**src/rtl/hazard_flush_ctrl.sv**
```systemverilog
// Pipeline hazard/flush sequencer: turns ID/EX hazard events into a registered
// which_flush code plus PC and IF/ID stall enables.
module hazard_flush_ctrl #(
    parameter logic [3:0]  OP_LOAD      = 4'b1011,
    parameter logic [3:0]  OP_JUMP      = 4'b0111,
    parameter logic [3:0]  OP_HALT      = 4'b0000,
    parameter int unsigned STALL_CYCLES = 1
) (
    input  logic       clk,
    input  logic       rst_n,
    input  logic [3:0] id_opcode,
    input  logic [3:0] id_rs,
    input  logic [3:0] id_rt,
    input  logic       id_rs_used,
    input  logic       id_rt_used,
    input  logic [3:0] ex_opcode,
    input  logic [3:0] ex_rd,
    input  logic       ex_branch_valid,
    input  logic       ex_branch_taken,
    input  logic       exc_req,
    output logic [1:0] which_flush,
    output logic       pc_stall,
    output logic       ifid_stall,
    output logic       halted,
    output logic       busy
);

    localparam logic [2:0] IDLE  = 3'd0;
    localparam logic [2:0] EXC   = 3'd1;
    localparam logic [2:0] BR1   = 3'd2;
    localparam logic [2:0] BR2   = 3'd3;
    localparam logic [2:0] STALL = 3'd4;
    localparam logic [2:0] JMP   = 3'd5;
    localparam logic [2:0] HALT  = 3'd6;

    localparam logic [2:0] STALL_INIT = 3'(STALL_CYCLES - 1);

    logic [2:0] state_q, state_d;
    logic [2:0] cnt_q, cnt_d;
    logic [2:0] idle_next;
    logic       luh, br_taken;

    logic [1:0] flush_d;
    logic       pc_stall_d, ifid_stall_d, halted_d, busy_d;

    assign br_taken = ex_branch_valid & ex_branch_taken;
    assign luh = (ex_opcode == OP_LOAD) && (ex_rd != 4'd0) &&
                 ((id_rs_used && (id_rs == ex_rd)) || (id_rt_used && (id_rt == ex_rd)));

    // Fixed priority HALT > EXC > BR1 > STALL > JMP, shared by every re-evaluating state.
    always_comb begin
        idle_next = IDLE;
        if (id_opcode == OP_HALT)      idle_next = HALT;
        else if (exc_req)              idle_next = EXC;
        else if (br_taken)             idle_next = BR1;
        else if (luh)                  idle_next = STALL;
        else if (id_opcode == OP_JUMP) idle_next = JMP;
    end

    always_comb begin
        state_d = idle_next;
        cnt_d   = cnt_q;
        case (state_q)
            BR1:  state_d = BR2;
            BR2:  state_d = IDLE;
            HALT: state_d = HALT;
            STALL: begin
                if (exc_req) begin
                    state_d = EXC;
                end else if (br_taken) begin
                    state_d = BR1;
                end else if (cnt_q != 3'd0) begin
                    state_d = STALL;
                    cnt_d   = cnt_q - 3'd1;
                end
            end
            default: state_d = idle_next;
        endcase
        if (state_d == STALL && state_q != STALL) cnt_d = STALL_INIT;
        if (state_d != STALL) cnt_d = 3'd0;
    end

    // Outputs are decoded from the next state so they land registered with it.
    always_comb begin
        flush_d      = 2'b11;
        pc_stall_d   = 1'b0;
        ifid_stall_d = 1'b0;
        halted_d     = 1'b0;
        busy_d       = (state_d != IDLE);
        case (state_d)
            EXC:   flush_d = 2'b10;
            BR1:   flush_d = 2'b00;
            BR2:   flush_d = 2'b01;
            JMP:   flush_d = 2'b00;
            STALL: begin
                flush_d      = 2'b01;
                pc_stall_d   = 1'b1;
                ifid_stall_d = 1'b1;
            end
            HALT: begin
                flush_d      = 2'b00;
                pc_stall_d   = 1'b1;
                ifid_stall_d = 1'b1;
                halted_d     = 1'b1;
            end
            default: flush_d = 2'b11;
        endcase
    end

    always_ff @(posedge clk) begin
        if (!rst_n) begin
            state_q     <= IDLE;
            cnt_q       <= 3'd0;
            which_flush <= 2'b11;
            pc_stall    <= 1'b0;
            ifid_stall  <= 1'b0;
            halted      <= 1'b0;
            busy        <= 1'b0;
        end else begin
            state_q     <= state_d;
            cnt_q       <= cnt_d;
            which_flush <= flush_d;
            pc_stall    <= pc_stall_d;
            ifid_stall  <= ifid_stall_d;
            halted      <= halted_d;
            busy        <= busy_d;
        end
    end

endmodule

```
**config.mk**
```make
export PLATFORM = sky130hd
export DESIGN_NAME = hazard_flush_ctrl
export DESIGN_NICKNAME = d
export VERILOG_FILES = /design/src/rtl/hazard_flush_ctrl.sv
export SDC_FILE = /design/constraint.sdc
export NUM_CORES = 1
export LEC_CHECK = 0
export ABC_CLOCK_PERIOD_IN_PS = 3000
export CORE_MARGIN = 3
export CORE_UTILIZATION = 40
export DETAILED_ROUTE_END_ITERATION = 8
export PLACE_DENSITY = 0.83
export REMOVE_ABC_BUFFERS = 1
export SYNTH_ARGS = -nofsm -noshare
export SYNTH_HDL_FRONTEND = slang
export SYNTH_SLANG_ARGS = --single-unit
```
**constraint.sdc**
```tcl
create_clock -name clk -period 3 [get_ports clk]
set_input_delay 0.9 -clock clk [delete_from_list [all_inputs] [get_ports clk]]
set_output_delay 0.9 -clock clk [all_outputs]
set_load 0.01 [all_outputs]
```
### Word level (Yosys, flattened, before mapping)

Cells that the tools add are included.

* register bits: 11
* input bits: 27
* logic and storage cells: 54

* $add $sub $neg: 1
* equal/unequal tests: 16
* mux-type cells: 12
* bitwise gates (word level): 4
* reductions and logical operators: 15

Operator list (number)
* 3-bit two-way mux: 8
* 3-bit equality test, second input constant: 5
* 3-bit by 2-bit equality test with 1-bit output, second input constant: 4
* 3-bit one-hot mux with 4 select lines: 1
* 4-bit equality test: 2
* 3-bit != test, second input constant: 2
* 2-bit one-hot mux with 3 select lines: 1
* 3-bit nonzero test: 2
* 3-bit OR reduction: 2
* 1-bit logical AND: 5
* 4-bit by 3-bit equality test with 1-bit output, second input constant: 1
* 4-bit equality test, second input constant: 1
* 4-bit logical NOT: 1
* 4-bit AND reduction: 1
* 4-bit nonzero test: 1
* 2-bit OR reduction: 2
* 3-bit by 1-bit equality test with 1-bit output, second input constant: 1
* 1-bit NOT: 3
* 3-bit by 1-bit subtractor with 3-bit output, second input constant: 1
* 1-bit two-way mux: 2
* 1-bit AND: 1
* 1-bit logical OR: 1

### Longest topological paths before layout

* word-level depth: 15
* depth in mapped cells: 9

### Worst setup path after synthesis

OpenSTA, ideal clock, no wires.

* path type: in2reg
* from: input ex_opcode[2]
* to: register busy
* data arrival time: 2.012 ns
* required time: 2.880 ns
* path slack: 0.868 ns
* cell stages on the path: 6
* buffers on the path: 0
* cell sequence: nand4b_1 > nor2_1 > nand3_1 > o41ai_4 > o221ai_2 > a211o_1

* cells in the longest elaborated chain, start to end: 12

Ends and longest elaborated chain
* start, declared: RTL line 16 `input logic [3:0] ex_opcode,`
* 4-bit equality test (*): RTL line 47 `assign luh = (ex_opcode == OP_LOAD) && (ex_rd != 4'd0) &&`
* 1-bit logical AND (*) (2 in series): RTL line 47
* 3-bit two-way mux (*): RTL line 56 `else if (luh) idle_next = STALL;`
* 3-bit two-way mux (*): RTL line 55 `else if (br_taken) idle_next = BR1;`
* 3-bit two-way mux (*): RTL line 54 `else if (exc_req) idle_next = EXC;`
* 3-bit two-way mux (*): RTL line 53 `if (id_opcode == OP_HALT) idle_next = HALT;`
* 3-bit two-way mux: RTL line 72 `end else if (cnt_q != 3'd0) begin`
* 3-bit two-way mux: RTL line 70 `end else if (br_taken) begin`
* 3-bit two-way mux: RTL line 68 `if (exc_req) begin`
* 3-bit one-hot mux with 4 select lines (*): RTL line 63 `case (state_q)`
* 3-bit nonzero test (*): RTL line 89 `busy_d = (state_d != IDLE);`
* end signal, assigned: RTL line 126 `busy <= busy_d;`
* end, declared: RTL line 25 `output logic busy`

Every way passes the cells marked *; elsewhere a longest branch is shown, timed or not.
A chain may end at the register's enable or synchronous reset.

### Final worst setup path

* from: input ex_rd[1]
* to: register busy

* cells in the longest elaborated chain, start to end: 13

Ends and longest elaborated chain
* start, declared: RTL line 17 `input logic [3:0] ex_rd,`
* 4-bit equality test: RTL line 48 `((id_rs_used && (id_rs == ex_rd)) || (id_rt_used && (id_rt == ex_rd)));`
* 1-bit logical AND: RTL line 48
* 1-bit logical OR: RTL line 48
* 1-bit logical AND (*): RTL line 47
* 3-bit two-way mux (*): RTL line 56
* 3-bit two-way mux (*): RTL line 55
* 3-bit two-way mux (*): RTL line 54
* 3-bit two-way mux (*): RTL line 53
* 3-bit two-way mux: RTL line 72
* 3-bit two-way mux: RTL line 70
* 3-bit two-way mux: RTL line 68
* 3-bit one-hot mux with 4 select lines (*): RTL line 63
* 3-bit nonzero test (*): RTL line 89

Marks and branches as above.

==> metrics <==
status=finished clean; Area contributors post-synth=dfxtp_1, xor2_1, and2_1; worst min-delay path class=flop to flop; Cell Chain, Critical Path=clkdlybuf4s50_1, nor4_1, nor2_1, nand3_1, o41ai_4, o221ai_2, a211o_1; slew margin rel.=51.0%; DR WL/cell=12.6 um; post-synthesis sequential area ratio=30.7%; setup_tns=0 ps; routed vias/inst=5.00; Critical Path Fanout Max=3; first-pass iteration count of the detailed router=4; routability congestion estimate=0.770; synth-to-layout area growth=52.4%; slowest CP cell=clkdlybuf4s50_1; die span in x=48.4 um; Core ar.=1590 sq um; commonest cells after routing, fill and taps aside=clkdlybuf4s50_1, dfxtp_1, nor2_1; placed instance count=139; Worst-Margin Slew=716 ps; Clock Skews=2.99 ps; cell area after synthesis=718 sq um; Post-CTS Resized=0; Synth top area share=30.7%; count of pins over their slew limit=0; CP arrival=2580 ps; fillers=135; routed vias=715; Leak=0.432 nW; crit path time final=2420 ps; Max Root-Sink Buffers=2; max-cap violation count=0; grt ovf=0; Startpoint Class=input port; Req. time, crit path=3160 ps; die height=48.4 um; final wirelength=1800 um; antenna violations before repair=0; Max VDD drop=0.395 mV; ANT cells=0; most common cell after layout, fill and taps aside=clkdlybuf4s50_1; Top delay family on crit path=compound AO/OA/AOI/OAI gates; Hold Vio Cnt, Final=0; Cell variety after synth=34; global-route wire length before repair=3060 um; # setup viols final=0; starting density of the core=45.1%; largest net degree at the start of global routing=8; Iter 0 DRT Violations=10; vias in the first global route=669; ys flop type=dfxtp_1; row count=14; Final Non-Filler Cells=143; crit end category=flop; Syn Inst Count=83; Setup Buffers After CTS=0; Post-synth EDFFs=0; Ys Warns=0; # clock sinks=11; Post-CTS Hold Buffers=0; CP Class=input port to flop; Slowest Stage Delay on Critical Path=540 ps; Clock Latency Late Sink=270 ps; Root Driver=clkbuf_4; DRC viols=0; Antenna Nets Post-Route=0; Final Cycle Share=80.5%; HPWL after DPL=1570 um; fin nets=149; H-tree Lvls=1; Synth async-reset ratio=0%; max frequency=0.414 GHz; cts bufs inserted=3; PD cells=326 nW/um^2; fraction of layout cells with a size suffix above 1=8.40%; Buf/Inv on CP=1; Worst-path clk slew=70 ps; num ports=33; Synth Area per Inst=8.65 sq um; gr usage total=16.8%; Yosys reg bits=11; Die Area=2340 sq um; RSZ-0062 raised after global routing=false; Port Buffers=32; leading area contributor after synthesis=dfxtp_1; CTS tree=yes
==> metrics by stage <==
step	setup WS (ps)	total power, mW	instance area, sq um	hold slack [ps]	util (%)
floorplan	868	0.199	711	495	-
global placement	348	0.257	1070	514	67.0
detailed placement	294	0.259	1070	527	67.0
CTS	581	0.362	1090	549	68.7
global route	454	0.378	1090	597	68.7
finish	585	0.357	1090	546	68.7
==> power by group <==
| group | switching (mW) | internal, mW | leakage (nW) | total, mW |
|---|---|---|---|---|
| logic | 0.0400 | 0.0584 | 0.327 | 0.0985 |
| registers | 0.00439 | 0.153 | 0.0899 | 0.158 |
| clock network | 0.0490 | 0.0516 | 0.0150 | 0.101 |
==> worst register-to-register path, cell delays in order, from the launching register on <==
cell	delay, ps
dfxtp_1	310
inv_1	70
ha_1	220
nand2b_1	150
nor2_1	70
a2111oi_0	680
o211ai_1	190
nor2_1	110
==> path summary, 6_finish.rpt <==
kind	from	to	slack [ps]	cells past startpoint
setup reg to reg	cnt_q[0]	cnt_q[1]	1140	7
setup / recovery	ex_rd[1]	busy	580	7
hold reg to reg	cnt_q[1]	cnt_q[1]	550	2
hold / removal	cnt_q[1]	cnt_q[1]	550	2
==> cells by family after synthesis <==
family | synth area share, %
AND/OR/NAND/NOR | 28.6
AO/OA/AOI/OAI | 21.1
flip-flops | 30.7
XOR/XNOR | 11.0
buffers and inverters | 3.66
adder cells (fa/ha/maj) | 3.48
multiplexers | 1.57
==> per-layer routing <==
metal | up-vias | routed length (um) | global-route usage (%) | part of all wire [%]
met4 | 0 | 44 | 7.11 | 2.4
met3 | 4 | 100 | 4.91 | 5.5
met1 | 314 | 736 | 18.9 | 41
met5 | - | 0 | 0 | 0
li1 | 372 | - | - | -
met2 | 25 | 920 | 29.4 | 51
==> synthesized netlist by cell type, types with 2 or more instances <==
cell      number
a21oi_1        5
nand2_1        4
nand2b_1       3
inv_1          4
nand3_1        3
dfxtp_1       11
ha_1           2
nor3_1         2
xnor2_1        3
o21ai_1        3
and2_1         5
o211ai_1       2
nor2_1         8
xor2_1         6
and3_1         3
==> flip-flops by register name (all words and copies together) (netlist names) <==
register     count
which_flush      2
state_q          3
ifid_stall       1
halted           1
cnt_q            3
busy             1
==> layout make-up <==
| type | count | area [sq um] | share of cell area [%] |
|---|---|---|---|
| Clock buffer | 4 | 26.3 | 2.40 |
| Timing Repair Buffer | 33 | 328 | 29.9 |
| Sequential cell | 11 | 220 | 20.1 |
| Tap cell | 24 | 30.0 | 2.74 |
| Multi-Input combinational cell | 66 | 472 | 43.1 |
| Inverter | 5 | 18.8 | 1.71 |
Power figures use the tool's default switching activity.
